### config.mk
export PLATFORM = sky130hd
export DESIGN_NAME = sa_ram_rd_stream_61x65
export DESIGN_NICKNAME = d
export VERILOG_FILES = /design/src/rtl/sa_ram_rd_stream_61x65.sv
export SDC_FILE = /design/constraint.sdc
export NUM_CORES = 1
export LEC_CHECK = 0
export CAP_MARGIN = 20
export CORE_MARGIN = 2
export CORE_UTILIZATION = 50
export DETAILED_ROUTE_END_ITERATION = 8
export PLACE_DENSITY = 0.74
export SYNTH_ARGS = -nofsm -noshare
export SYNTH_HDL_FRONTEND = slang
export SYNTH_SLANG_ARGS = --single-unit
### constraint.sdc
create_clock -name clk -period 6.3 [get_ports clk]
set_input_delay 1.26 -clock clk [delete_from_list [all_inputs] [get_ports clk]]
set_output_delay 1.26 -clock clk [all_outputs]
set_load 0.01 [all_outputs]
### src/rtl/sa_ram_rd_stream_61x65.sv
// rtl/sa_ram_rd_stream_61x65.sv - streams a word range out of a 61x65 registered-read RAM
// Optional macro SA_RAM_RD_LEN_CHECK_EN rejects out-of-range commands with a cmd_err pulse.
module sa_ram_rd_stream_61x65 #(
    parameter int OUT_DEPTH = 4
) (
    input  logic        clk,
    input  logic        reset,
    input  logic        cmd_valid,
    output logic        cmd_ready,
    input  logic [5:0]  cmd_addr,
    input  logic [5:0]  cmd_len,
    output logic [5:0]  ram_ra,
    output logic        ram_re,
    output logic        ram_ore,
    input  logic [64:0] ram_dout,
    output logic        out_valid,
    input  logic        out_ready,
    output logic [64:0] out_data,
    output logic        out_last,
    output logic        busy,
    output logic        cmd_err
);

    localparam int PW = $clog2(OUT_DEPTH);
    localparam int CW = $clog2(OUT_DEPTH + 1);
    localparam logic [CW:0] DEPTH_C   = (CW+1)'(OUT_DEPTH);
    localparam logic [5:0]  LAST_ADDR = 6'd60;

    typedef enum logic [1:0] {IDLE, ISSUE, DRAIN} state_t;

    state_t          r_state;
    state_t          w_state_nxt;
    logic [5:0]      r_ra;
    logic [5:0]      r_remain;
    logic            r_re_d1;
    logic            r_re_d2;
    logic            r_last_d1;
    logic            r_last_d2;
    logic [65:0]     r_mem [OUT_DEPTH];
    logic [PW-1:0]   r_wr_ptr;
    logic [PW-1:0]   r_rd_ptr;
    logic [CW-1:0]   r_count;
    logic            w_accept;
    logic            w_bad;
    logic            w_issue;
    logic            w_last_issue;
    logic            w_push;
    logic            w_pop;
    logic [CW:0]     w_occupancy;
    logic [65:0]     w_head;

    function automatic logic [PW-1:0] ptr_inc(input logic [PW-1:0] p);
        return (p == PW'(OUT_DEPTH - 1)) ? '0 : p + PW'(1);
    endfunction

`ifdef SA_RAM_RD_LEN_CHECK_EN
    logic r_err;
    assign w_bad = (cmd_addr > LAST_ADDR) || (cmd_len > LAST_ADDR);
    always_ff @(posedge clk) begin
        if (reset) r_err <= 1'b0;
        else       r_err <= w_accept && w_bad;
    end
    assign cmd_err = r_err;
`else
    assign w_bad   = 1'b0;
    assign cmd_err = 1'b0;
`endif

    // Buffered words plus reads still travelling through the RAM pipeline
    assign w_occupancy  = {1'b0, r_count} + (CW+1)'(r_re_d1) + (CW+1)'(r_re_d2);
    assign w_accept     = cmd_valid && cmd_ready;
    assign w_issue      = (r_state == ISSUE) && (w_occupancy < DEPTH_C);
    assign w_last_issue = w_issue && (r_remain == 6'd0);
    assign w_push       = r_re_d2;
    assign w_pop        = out_valid && out_ready;

    always_ff @(posedge clk) begin
        if (reset) r_state <= IDLE;
        else       r_state <= w_state_nxt;
    end

    always_comb begin
        w_state_nxt = r_state;
        cmd_ready   = 1'b0;
        busy        = 1'b1;
        ram_re      = 1'b0;
        case (r_state)
            IDLE: begin
                cmd_ready = 1'b1;
                busy      = 1'b0;
                if (w_accept && !w_bad) w_state_nxt = ISSUE;
            end
            ISSUE: begin
                ram_re = w_issue;
                if (w_last_issue) w_state_nxt = DRAIN;
            end
            DRAIN: begin
                if (w_pop && out_last) w_state_nxt = IDLE;
            end
            default: w_state_nxt = IDLE;
        endcase
    end

    always_ff @(posedge clk) begin
        if (reset) begin
            r_ra      <= 6'd0;
            r_remain  <= 6'd0;
            r_re_d1   <= 1'b0;
            r_re_d2   <= 1'b0;
            r_last_d1 <= 1'b0;
            r_last_d2 <= 1'b0;
            r_wr_ptr  <= '0;
            r_rd_ptr  <= '0;
            r_count   <= '0;
        end else begin
            if (w_accept) begin
                r_ra     <= cmd_addr;
                r_remain <= cmd_len;
            end else if (w_issue) begin
                r_ra     <= (r_ra == LAST_ADDR) ? 6'd0 : r_ra + 6'd1;
                r_remain <= r_remain - 6'd1;
            end
            r_re_d1   <= w_issue;
            r_re_d2   <= r_re_d1;
            r_last_d1 <= w_last_issue;
            r_last_d2 <= r_last_d1;
            if (w_push) r_wr_ptr <= ptr_inc(r_wr_ptr);
            if (w_pop)  r_rd_ptr <= ptr_inc(r_rd_ptr);
            case ({w_push, w_pop})
                2'b10:   r_count <= r_count + CW'(1);
                2'b01:   r_count <= r_count - CW'(1);
                default: r_count <= r_count;
            endcase
        end
    end

    // Data storage needs no reset: reads are gated by r_count
    always_ff @(posedge clk) begin
        if (w_push) r_mem[r_wr_ptr] <= {r_last_d2, ram_dout};
    end

    always_comb begin
        w_head    = r_mem[r_rd_ptr];
        out_valid = (r_count != '0);
        out_data  = out_valid ? w_head[64:0] : 65'd0;
        out_last  = out_valid & w_head[65];
    end

    assign ram_ra  = r_ra;
    assign ram_ore = r_re_d1;

endmodule

==> flow_summary_export.csv <==
group,metric,value,unit
detailed_routing,drc,0,
cells_and_area,regArea,8480,um2
floorplanning,floorplan.core_area,22400,um2
clock_tree,clk_transition_reported_paths,60,ps
logic_synthesis,asyncSetResetFlopFracSynth,0,%
detailed_routing,ant_nets,0,
timing,grt_setup_unrepaired,"no",
placed_design,place_worst_setup_slack,2190,ps
global_route,initial_antenna_violation_count,1,
placed_design,placement.io_buffers,157,
global_route,grt_start_max_net_pins,67,
floorplanning,top_level_ports,159,
logic_synthesis,synth_enable_flop_cells,264,
logic_synthesis,synthFlopType,"sky130_fd_sc_hd__edfxtp_1",
logic_synthesis,synth.cell_area,11400,um2
logic_synthesis,syn_inst,579,
pwr,peakVddDrop,0.163,mV
detailed_routing,routedWlPerCell,20.3,um
detailed_routing,vias,5819,
logic_synthesis,muxShareOfSynthArea,13.3,%
timing,final.min_clock_period,4140,ps
worst_setup_path,critPathArrivalTime,2880,ps
floorplanning,die_span_y,155,um
detailed_routing,firstDrtPassIters,4,
timing,timing_max_transition_violations_final,0,
logic_synthesis,synth.yosys.seq_area_share,74.6,%
logic_synthesis,synth-simple-area-share,6.94,%
placed_design,placedCellCount,995,
floorplanning,effective_utilization_at_floorplan,50.6,%
logic_synthesis,yosys.cell_types.count,45,
timing,maxClockFrequency,242,MHz
timing,timing.hold.ws,442,ps
cells_and_area,layout.cells.non_filler,1049,
worst_setup_path,setup.worst_path.start_class,"register",
worst_setup_path,critPathMaxFanout,25,
worst_setup_path,timing.setup.critical_path_class,"reg -> out",
logic_synthesis,synth_fa_ha_area_share,1.39,%
cells_and_area,final_net_count,835,
global_route,global_route.overflow_total,0,
cells_and_area,area_added_between_synthesis_and_finish,24.0,%
pwr,p_total,4520,uW
timing,slew-limit-headroom,29.4,%
clock_tree,cts_max_level,1,
timing,timing.final.ws_setup,2160,ps
clock_tree,clockBufferDepth,3,
worst_setup_path,timing.critical_path.required,5040,ps
status,status,"complete, no violations",
floorplanning,die_area,23900,um2
logic_synthesis,synthXorXnorAreaFrac,0.309,%
timing,fin_setup_tns,0,ps
timing,timing.final.hold_violations,0,
pwr,power_density,321,nW/um2
logic_synthesis,syn_avg_cell_area,19.6,um2
clock_tree,cts_buffers,29,
detailed_routing,postRouteWirelength,21300,um
clock_tree,tritoncts_clock_tree,"yes",
clock_tree,clkLatencyLatePin,520,ps
clock_tree,ctsResizeCount,0,
timing,finalCritPeriodShare,65.7,%
clock_tree,cts_post_setup_buffers_inserted,0,
placed_design,globalplace.congestion,0.814,
global_route,vias_in_the_first_global_route,6169,
floorplanning,fp.dieW,155,um
run,max_cap_viol_count,0,
logic_synthesis,mapped_nets,672,
timing,finClkSkew,9.15,ps
logic_synthesis,yosys_warning_total,0,
timing,setup_viol,0,
clock_tree,cts_root_buffer,"sky130_fd_sc_hd__clkbuf_16",
global_route,grt_util_all_layers,18.1,%
logic_synthesis,ys_seq_elements,291,
pwr,p_leak,0.00448,uW
logic_synthesis,synth_top_family_by_area,"multiplexers",
global_route,grt_pass1_wl,33600,um
hold_path,min_path_type,"reg -> reg",
clock_tree,tritoncts_num_sinks,291,
timing,worst-slew-pin-transition,1060,ps
worst_setup_path,endpoint_kind,"output port",
cells_and_area,post_route_cells_drive_above_1_share,15.7,%
cells_and_area,num_antenna_cells,0,
clock_tree,cts_hold_buffers,0,
placed_design,dpl_wire_length,12200,um
cells_and_area,fillers,1582,
detailed_routing,viasPerCell,5.55,
logic_synthesis,synth-compound-area-share,1.81,%
floorplanning,core_rows,55,
cells_and_area,multiInputGateArea,2710,um2
detailed_routing,initialDrtViolationCount,316,
==> cells in the mapped netlist, types with 4 or more instances <==
cell type	n	area share, %
sky130_fd_sc_hd__a211oi_1	5	0.33
sky130_fd_sc_hd__a21oi_1	7	0.31
sky130_fd_sc_hd__and2_1	71	3.9
sky130_fd_sc_hd__buf_2	8	0.35
sky130_fd_sc_hd__buf_4	5	0.33
sky130_fd_sc_hd__clkbuf_1	14	0.46
sky130_fd_sc_hd__dfxtp_1	27	4.8
sky130_fd_sc_hd__edfxtp_1	264	70
sky130_fd_sc_hd__ha_1	11	1.2
sky130_fd_sc_hd__inv_1	12	0.40
sky130_fd_sc_hd__mux4_2	66	13
sky130_fd_sc_hd__nand2_1	9	0.30
sky130_fd_sc_hd__nand3_1	5	0.22
sky130_fd_sc_hd__nor2_1	20	0.66
sky130_fd_sc_hd__nor4_1	4	0.22
sky130_fd_sc_hd__or3_1	4	0.22
==> kinds of logic after synthesis <==
family | Yosys count
flops | 291
mux | 68
simple gates | 133
buf+inv | 41
fa+ha+maj | 12
compound gates | 29
other cells | 1
xor+xnor | 4
==> power by group <==
part | internal, uW | total [uW] | switching (uW) | leakage [uW]
Clock | 921 | 1580 | 663 | 0.000423
Sequential | 2150 | 2200 | 49.8 | 0.00260
Combinational | 418 | 739 | 321 | 0.00145
Total | 3490 | 4520 | 1030 | 0.00448
==> placed cells by master (no fill, tap or decap), types with 10 or more instances in the layout <==
cell	n
sky130_fd_sc_hd__nor2_1	20
sky130_fd_sc_hd__clkinv_1	10
sky130_fd_sc_hd__mux4_2	66
sky130_fd_sc_hd__and2_1	67
sky130_fd_sc_hd__dfxtp_1	25
sky130_fd_sc_hd__inv_1	12
sky130_fd_sc_hd__edfxtp_1	264
sky130_fd_sc_hd__clkbuf_16	29
sky130_fd_sc_hd__ha_1	11
sky130_fd_sc_hd__clkdlybuf4s50_1	157
==> stage by stage <==
step	utilization (%)	instance area, um2
floorplan	-	11400
global placement	58.7	13200
detailed placement	58.7	13200
CTS	62.7	14100
global route	62.8	14100
finish	62.8	14100
==> layer usage <==
layer	share of wire (%)	track usage, %	up-vias
li1	-	-	2626
met3	6.4	3.84	31
met1	42	24.1	2958
met2	50	30.7	202
met5	0.056	0	-
met4	1.7	4.67	2
==> path summary, 6_finish.rpt <==
kind / from / endpoint / slack [ps] / depth (start not counted)
min reg2reg: r_last_d1 / r_last_d2 / 440 / 1
min: r_last_d1 / r_last_d2 / 440 / 1
max reg2reg: r_count[0] / r_count[2] / 3450 / 10
max: register / out_data[46] / 2160 / 4
==> area by class of cell <==
class | count | area share, %
clock buffers | 34 | 5.29
flip-flops and latches | 291 | 60.2
clock inverters | 19 | 0.995
repair buffers | 160 | 11.4
well taps | 285 | 2.53
multi-input cells | 247 | 19.2
inverters | 13 | 0.347
==> state kept, by name (all words and copies together) (netlist names), named ones only <==
register and cells:
r_last_d1 1, r_state 2, r_last_d2 1, r_wr_ptr 2
r_re_d2 1, r_count 3, r_mem 264, ram_ra 6
r_remain 6, r_rd_ptr 2, ram_ore 1
==> critical path, cell delays in order (launching register included) <==
cell	delay [ps]
sky130_fd_sc_hd__dfxtp_4	690
sky130_fd_sc_hd__buf_4	430
sky130_fd_sc_hd__mux4_2	560
sky130_fd_sc_hd__and2_1	180
sky130_fd_sc_hd__clkdlybuf4s50_1	470
Power figures use the tool's default switching activity.
